`src/rtl/vx_alu_pe_sched_if.sv`:
```
// Handshake bundle between the issue front end, the PE array and the merged-result consumer.
// slave is the scheduler side; master is the side driving requests and PE responses.
interface vx_alu_pe_sched_if #(
    parameter int PE_COUNT = 3,
    parameter int DATAW    = 64
);
    localparam int SELW = (PE_COUNT > 1) ? $clog2(PE_COUNT) : 1;

    logic                      req_valid;
    logic [SELW-1:0]           req_pe_sel;
    logic                      req_ready;
    logic [PE_COUNT-1:0]       pe_req_valid;
    logic [PE_COUNT-1:0]       pe_req_ready;
    logic [PE_COUNT-1:0]       pe_rsp_valid;
    logic [PE_COUNT*DATAW-1:0] pe_rsp_data;
    logic [PE_COUNT-1:0]       pe_rsp_ready;
    logic                      rsp_valid;
    logic [DATAW-1:0]          rsp_data;
    logic [SELW-1:0]           rsp_pe;
    logic                      rsp_ready;
    logic                      busy;
    logic                      err;

    modport slave (
        input  req_valid, req_pe_sel, pe_req_ready, pe_rsp_valid, pe_rsp_data, rsp_ready,
        output req_ready, pe_req_valid, pe_rsp_ready, rsp_valid, rsp_data, rsp_pe, busy, err
    );

    modport master (
        output req_valid, req_pe_sel, pe_req_ready, pe_rsp_valid, pe_rsp_data, rsp_ready,
        input  req_ready, pe_req_valid, pe_rsp_ready, rsp_valid, rsp_data, rsp_pe, busy, err
    );
endinterface

```
`src/rtl/vx_alu_pe_sched.sv`:
```
// Shared-ALU PE scheduler: steers issue requests to one PE under a per-PE in-flight cap
// and merges PE results round-robin into a single registered output slot.
module vx_alu_pe_sched #(
    parameter int PE_COUNT     = 3,
    parameter int DATAW        = 64,
    parameter int MAX_INFLIGHT = 4
) (
    input logic              clk,
    input logic              reset,
    vx_alu_pe_sched_if.slave bus
);
    localparam int SELW = (PE_COUNT > 1) ? $clog2(PE_COUNT) : 1;
    localparam int CNTW = $clog2(MAX_INFLIGHT + 1);

    logic [CNTW-1:0]     cnt [PE_COUNT];
    logic [SELW-1:0]     ptr;
    logic                rsp_valid_q;
    logic [DATAW-1:0]    rsp_data_q;
    logic [SELW-1:0]     rsp_pe_q;
    logic                err_q;

    logic                sel_ok;
    logic                sel_room;
    logic                sel_pe_ready;
    logic [PE_COUNT-1:0] issue_valid;
    logic [PE_COUNT-1:0] grant_ready;
    logic [PE_COUNT-1:0] cnt_nz;
    logic [PE_COUNT-1:0] issue_fire;
    logic [PE_COUNT-1:0] drain_fire;
    logic [SELW-1:0]     grant;
    logic                grant_any;
    logic [DATAW-1:0]    grant_data;
    logic [SELW:0]       scan_idx;
    logic                rsp_fire;
    logic                underflow;

    // Out-of-range selects match no PE, so they can never be accepted.
    always_comb begin
        sel_ok       = 1'b0;
        sel_room     = 1'b0;
        sel_pe_ready = 1'b0;
        for (int s = 0; s < PE_COUNT; s++) begin
            if (bus.req_pe_sel == SELW'(s)) begin
                sel_ok       = 1'b1;
                sel_room     = cnt[s] < CNTW'(MAX_INFLIGHT);
                sel_pe_ready = bus.pe_req_ready[s];
            end
        end
    end

    // Scan from the highest offset down so the lowest offset from ptr wins.
    always_comb begin
        grant     = '0;
        grant_any = 1'b0;
        scan_idx  = '0;
        for (int k = PE_COUNT - 1; k >= 0; k--) begin
            scan_idx = {1'b0, ptr} + (SELW + 1)'(k);
            if (scan_idx >= (SELW + 1)'(PE_COUNT)) begin
                scan_idx = scan_idx - (SELW + 1)'(PE_COUNT);
            end
            if (bus.pe_rsp_valid[scan_idx[SELW-1:0]]) begin
                grant     = scan_idx[SELW-1:0];
                grant_any = 1'b1;
            end
        end
    end

    assign rsp_fire = !reset && grant_any && (!rsp_valid_q || bus.rsp_ready);

    always_comb begin
        issue_valid = '0;
        grant_ready = '0;
        cnt_nz      = '0;
        grant_data  = '0;
        for (int s = 0; s < PE_COUNT; s++) begin
            issue_valid[s] = !reset && bus.req_valid && (bus.req_pe_sel == SELW'(s))
                             && (cnt[s] < CNTW'(MAX_INFLIGHT));
            grant_ready[s] = rsp_fire && (grant == SELW'(s));
            cnt_nz[s]      = cnt[s] != '0;
            if (grant == SELW'(s)) begin
                grant_data = bus.pe_rsp_data[s*DATAW +: DATAW];
            end
        end
    end

    assign issue_fire = issue_valid & bus.pe_req_ready;
    assign drain_fire = grant_ready & bus.pe_rsp_valid;
    assign underflow  = |(drain_fire & ~cnt_nz);

    always_ff @(posedge clk) begin
        if (reset) begin
            for (int s = 0; s < PE_COUNT; s++) begin
                cnt[s] <= '0;
            end
            ptr         <= '0;
            rsp_valid_q <= 1'b0;
            rsp_data_q  <= '0;
            rsp_pe_q    <= '0;
            err_q       <= 1'b0;
        end else begin
            // A response against an empty counter is still forwarded; the count saturates at 0.
            for (int s = 0; s < PE_COUNT; s++) begin
                if (issue_fire[s] && !drain_fire[s]) begin
                    cnt[s] <= cnt[s] + CNTW'(1);
                end else if (!issue_fire[s] && drain_fire[s] && cnt_nz[s]) begin
                    cnt[s] <= cnt[s] - CNTW'(1);
                end
            end
            if ((bus.req_valid && !sel_ok) || underflow) begin
                err_q <= 1'b1;
            end
            if (rsp_fire) begin
                rsp_valid_q <= 1'b1;
                rsp_data_q  <= grant_data;
                rsp_pe_q    <= grant;
                ptr         <= (grant == SELW'(PE_COUNT - 1)) ? '0 : grant + SELW'(1);
            end else if (bus.rsp_ready) begin
                rsp_valid_q <= 1'b0;
            end
        end
    end

    assign bus.req_ready    = !reset && sel_ok && sel_room && sel_pe_ready;
    assign bus.pe_req_valid = issue_valid;
    assign bus.pe_rsp_ready = grant_ready;
    assign bus.rsp_valid    = rsp_valid_q && !reset;
    assign bus.rsp_data     = rsp_data_q;
    assign bus.rsp_pe       = rsp_pe_q;
    assign bus.busy         = rsp_valid_q || (|cnt_nz);
    assign bus.err          = err_q;
endmodule

```
`src/flat_wrapper.sv`:
```
// flat-port wrapper written by rule: the top's interface ports become plain ports
module vx_alu_pe_sched_flat 
#(
    parameter int PE_COUNT     = 3,
    parameter int DATAW        = 64,
    parameter int MAX_INFLIGHT = 4
)
  (clk, reset, bus_req_valid, bus_req_pe_sel, bus_pe_req_ready, bus_pe_rsp_valid, bus_pe_rsp_data, bus_rsp_ready, bus_req_ready, bus_pe_req_valid, bus_pe_rsp_ready, bus_rsp_valid, bus_rsp_data, bus_rsp_pe, bus_busy, bus_err);
  vx_alu_pe_sched_if #(.PE_COUNT(PE_COUNT), .DATAW(DATAW)) bus_i ();
  input logic clk;
  input logic reset;
  input wire logic [$bits(bus_i.req_valid)-1:0] bus_req_valid;
  input wire logic [$bits(bus_i.req_pe_sel)-1:0] bus_req_pe_sel;
  input wire logic [$bits(bus_i.pe_req_ready)-1:0] bus_pe_req_ready;
  input wire logic [$bits(bus_i.pe_rsp_valid)-1:0] bus_pe_rsp_valid;
  input wire logic [$bits(bus_i.pe_rsp_data)-1:0] bus_pe_rsp_data;
  input wire logic [$bits(bus_i.rsp_ready)-1:0] bus_rsp_ready;
  output wire logic [$bits(bus_i.req_ready)-1:0] bus_req_ready;
  output wire logic [$bits(bus_i.pe_req_valid)-1:0] bus_pe_req_valid;
  output wire logic [$bits(bus_i.pe_rsp_ready)-1:0] bus_pe_rsp_ready;
  output wire logic [$bits(bus_i.rsp_valid)-1:0] bus_rsp_valid;
  output wire logic [$bits(bus_i.rsp_data)-1:0] bus_rsp_data;
  output wire logic [$bits(bus_i.rsp_pe)-1:0] bus_rsp_pe;
  output wire logic [$bits(bus_i.busy)-1:0] bus_busy;
  output wire logic [$bits(bus_i.err)-1:0] bus_err;
  assign bus_i.req_valid = bus_req_valid;
  assign bus_i.req_pe_sel = bus_req_pe_sel;
  assign bus_i.pe_req_ready = bus_pe_req_ready;
  assign bus_i.pe_rsp_valid = bus_pe_rsp_valid;
  assign bus_i.pe_rsp_data = bus_pe_rsp_data;
  assign bus_i.rsp_ready = bus_rsp_ready;
  assign bus_req_ready = bus_i.req_ready;
  assign bus_pe_req_valid = bus_i.pe_req_valid;
  assign bus_pe_rsp_ready = bus_i.pe_rsp_ready;
  assign bus_rsp_valid = bus_i.rsp_valid;
  assign bus_rsp_data = bus_i.rsp_data;
  assign bus_rsp_pe = bus_i.rsp_pe;
  assign bus_busy = bus_i.busy;
  assign bus_err = bus_i.err;
  vx_alu_pe_sched #(.PE_COUNT(PE_COUNT), .DATAW(DATAW), .MAX_INFLIGHT(MAX_INFLIGHT)) u_core (.clk(clk), .reset(reset), .bus(bus_i));
endmodule
```
`config.mk`:
```
export PLATFORM = sky130hd
export DESIGN_NAME = vx_alu_pe_sched_flat
export DESIGN_NICKNAME = d
export VERILOG_FILES = /design/src/rtl/vx_alu_pe_sched_if.sv /design/src/rtl/vx_alu_pe_sched.sv /design/src/flat_wrapper.sv
export SDC_FILE = /design/constraint.sdc
export NUM_CORES = 1
export LEC_CHECK = 0
export ABC_CLOCK_PERIOD_IN_PS = 2620
export CAP_MARGIN = 20
export CORE_MARGIN = 8
export CORE_UTILIZATION = 35
export CTS_BUF_LIST = sky130_fd_sc_hd__clkbuf_8
export DETAILED_ROUTE_END_ITERATION = 6
export GPL_ROUTABILITY_DRIVEN = 1
export PLACE_DENSITY = 0.82
export SLEW_MARGIN = 0
export SYNTH_ARGS = -nofsm -noshare
export SYNTH_HDL_FRONTEND = slang
export SYNTH_SLANG_ARGS = --single-unit
```
`constraint.sdc`:
```
create_clock -name clk -period 2.62 [get_ports clk]
set_input_delay 0.262 -clock clk [delete_from_list [all_inputs] [get_ports clk]]
set_output_delay 0.262 -clock clk [all_outputs]
set_load 0.02 [all_outputs]
```
==> impl_metrics.py <==
metrics = {
    "timing": {
        "finalSetupViolCount": 1,
        "slew_viol_final": 0,
        "fin_hold_ws_ns": 0.473,
        "setup_ws_ns": -0.0302,
        "max_freq_ghz": 0.377,
        "setup-tns-final_ns": -0.0302,
        "rsz0062_at_grt": "true",
        "tightest_slew_ns": 0.595,
        "hold_violations": 0,
        "clock_skew_ns": 0.00804,
        "relSlewSlack": 0.603,
        "finalCriticalPeriod_ns": 2.65,
        "fin_crit_sh": 1.01,
    },
    "synth": {
        "seq_area_frac_synth": 0.369,
        "ys.flop_type": "dfxtp_1",
        "synth_enable_flop_cells": 9,
        "ys_top_cells_by_area": "dfxtp_1, mux2i_1, a31o_2, a211oi_1, nor2_1",
        "yosys_warnings": 0,
        "synth_top_area_frac": 0.309,
        "yosys.area.top_type": "dfxtp_1",
        "yosysMostFrequentCell": "nor2_1",
        "yosysUniqueCellTypes": 46,
        "ys_async_sr_fraction": 0,
        "yosys_register_bits": 79,
        "syn_area_um2": 4530,
        "yosys-top-cells-count": "nor2_1, dfxtp_1, mux2i_1",
        "syn_avg_cell_area_um2": 8.83,
        "synth_cells": 513,
        "synth_nets": 725,
    },
    "setup_path": {
        "path_buf_inv": 2,
        "r2r_end": "u_core.cnt[1][2]",
        "required_ns": 2.73,
        "crit_path_end_kind": "flop",
        "setup.worst_path.class": "reg2reg",
        "ff2ff_setup_slack_ns": -0.03,
        "cp_top_family": "adder cells",
        "r2r-start": "u_core.ptr[0]",
        "reg2reg_depth": 11,
        "crit_path_cell_trace": "inv_4, ha_4, a21oi_2, o211ai_1, buf_4, nor4_4, nand3b_1, fa_2, xor2_2, xnor2_1, nor2_1",
        "critPathMaxFanout": 8,
        "critPathSlowestCell": "fa_2",
        "cp.arrival_ns": 2.76,
        "slowest_delay_ns": 0.41,
        "cp-start-kind": "flop",
    },
    "clocking": {
        "cts.sinks": 79,
        "cts-root-buf": "clkbuf_8",
        "clock_latency_ns": 0.36,
        "htreeDepth": 3,
        "clk_path_buf_depth": 2,
        "cts_buffers": 9,
        "cts_tree": "built",
        "clk_pin_slew_ns": 0.08,
        "cts-hold-fix-buffers": 0,
    },
    "global_routing": {
        "grt_max_degree": 110,
        "track_usage": 0.196,
        "grt-ovfl-total": 0,
        "grt_antenna_before_repair": 1,
        "grt_pass1_wl_mm": 26.2,
        "grt_pass1_vias": 5180,
    },
    "final_layout": {
        "fillers": 1068,
        "nNetsFinal": 1011,
        "num_antenna_cells": 0,
        "drive_gt1_frac": 0.169,
        "postLayoutCellArea_um2": 8110,
        "multi_input_area_um2": 2760,
        "regArea_um2": 1680,
        "area_growth_pct": 79.1,
        "fin_util": 0.642,
    },
    "floorplan": {
        "fp.dieH_um": 130,
        "io_pins": 280,
        "initial_utilization": 0.359,
        "dieArea_um2": 16800,
        "die_w_um": 130,
        "coreArea_um2": 12600,
        "fp-row-count": 41,
    },
    "place": {
        "portBuffers": 279,
        "dp_hpwl_mm": 13.7,
        "placed_area_um2": 7670,
        "place.gp.congestion": 0.831,
    },
    "pwr": {
        "clkPwrFrac": 0.169,
        "p_sw_frac": 0.366,
        "switching_power_w": 0.00214,
        "power.density_nw_per_um2": 719,
        "internal_power_w": 0.00369,
        "pwr-share-seq": 0.312,
        "pwr-share-comb": 0.519,
        "ir_drop_mv": 0.404,
        "p_leak_nw": 3.16,
    },
    "run_status": {
        "violations": "setup timing",
        "status": "complete, but fails checks",
    },
    "routing": {
        "via_per_inst": 5.17,
        "post_drt_wl_per_cell_um": 18.5,
        "ant_nets": 0,
        "post-route-drc-count": 0,
        "drt_iter0_markers": 310,
        "drt-total-wl_mm": 18.0,
        "drt_first_pass_iters": 4,
        "vias": 5050,
    },
    "worst_hold_path": {
        "hold_path_end": "u_core.bus.rsp_data[23]",
        "hold_path_class": "reg2reg",
        "hold_start": "u_core.bus.rsp_data[23]",
        "worstHoldPathCells": 2,
    },
    "run": {
        "cap_violations": 0,
    },
}
routing by layer:
layer,vias up,wire (µm),track usage
met4,2,301,0.0615
met5,-,10,0
met2,177,9790,0.368
li1,2463,-,-
met3,24,1220,0.0583
met1,2384,6690,0.205
layout make-up:
cell class                      instances  area share
Clock buffer                            9      0.0153
Clock inverter                          7      0.0108
Inverter                               11     0.00540
Multi-Input combinational cell        377       0.341
Sequential cell                        79       0.207
Tap cell                              172      0.0265
Timing Repair Buffer                  321       0.394
layout by cell type (no fill, tap or decap), types with 3 or more instances in the layout:
| master | Yosys | layout |
|---|---|---|
| a211oi_1 | 49 | 49 |
| inv_1 | 11 | 8 |
| o21ai_0 | 19 | 19 |
| o211ai_1 | 5 | 5 |
| nand2b_1 | 6 | 6 |
| ha_1 | 6 | 3 |
| edfxtp_1 | 9 | 9 |
| nor2b_1 | 5 | 4 |
| nand2_1 | 5 | 4 |
| clkinv_2 | 0 | 4 |
| a31o_2 | 48 | 48 |
| dfxtp_1 | 70 | 68 |
| clkbuf_8 | 0 | 9 |
| buf_6 | 1 | 4 |
| nor3b_1 | 3 | 3 |
| nand3b_1 | 3 | 3 |
| nand3_1 | 20 | 19 |
| clkdlybuf4s50_1 | 0 | 276 |
| nor3_1 | 3 | 3 |
| a21oi_1 | 26 | 24 |
| buf_4 | 0 | 33 |
| mux2i_1 | 65 | 65 |
| nor2_1 | 83 | 82 |
state kept, by name, indices dropped and copies added, names as in the netlist:
register,count
u_core.bus.rsp_data,64
u_core.bus.rsp_pe,2
u_core.bus.err,1
u_core.ptr,2
u_core.cnt,9
u_core.rsp_valid_q,1
metrics by stage:
step | total power [W] | setup WS, ns | std cells
after CTS | 0.00569 | -0.0238 | 969
after global routing | 0.00615 | -0.0975 | 976
after global placement | 0.00458 | -0.126 | 949
after floorplan | 0.00335 | -0.235 | 513
final | 0.00583 | -0.0302 | 976
after detailed placement | 0.00467 | -0.180 | 949
worst register-to-register path, cell delays in order (launching register included):
cell and delay (ns):
dfxtp_4 0.39, inv_4 0.05, ha_4 0.27, a21oi_2 0.14
o211ai_1 0.18, buf_4 0.21, nor4_4 0.14, nand3b_1 0.18
fa_2 0.41, xor2_2 0.15, xnor2_1 0.20, nor2_1 0.09
repair_timing:
| item | in CTS | in global routing |
|---|---|---|
| endpoints found under the setup margin | 9 | 65 |
| gates resized for setup | 9 | 19 |
| pin swaps | 7 | 13 |
| setup buffers | 4 | 5 |
| cloned | 0 | 2 |
worst max path at each step:
| stage | from | to | slack (ns) | cells past startpoint |
|---|---|---|---|---|
| after floorplan | u_core.ptr[1] | u_core.cnt[0][2] | -0.23 | 13 |
| after global placement | reset | u_core.cnt[2][2] | -0.13 | 7 |
| after detailed placement | reset | u_core.cnt[2][1] | -0.18 | 8 |
| after CTS | u_core.ptr[0] | u_core.cnt[0][2] | -0.02 | 11 |
| after global routing | u_core.ptr[0] | u_core.cnt[0][2] | -0.1 | 11 |
| final | u_core.ptr[0] | u_core.cnt[1][2] | -0.03 | 11 |
cell families (layout without fill, tap and decap cells):
| kind of cell | Yosys count | in the layout | synth area share |
|---|---|---|---|
| XOR/XNOR | 4 | 4 | 0.00774 |
| AO/OA/AOI/OAI | 159 | 159 | 0.254 |
| buffers and inverters | 57 | 348 | 0.0514 |
| AND/OR/NAND/NOR | 141 | 141 | 0.148 |
| adder cells (fa/ha/maj) | 8 | 8 | 0.0254 |
| flip-flops | 79 | 79 | 0.369 |
| multiplexers | 65 | 65 | 0.144 |
power by group through the flow:
stage	sequential (W)	clock, W	combinational [W]
floorplan	0.00217	0	0.00119
global placement	0.00181	0	0.00277
detailed placement	0.00184	0	0.00283
CTS	0.00181	0.00101	0.00288
global route	0.00186	0.00106	0.00323
finish	0.00182	0.000987	0.00303
Note: power is estimated with default switching activity, not from simulation.
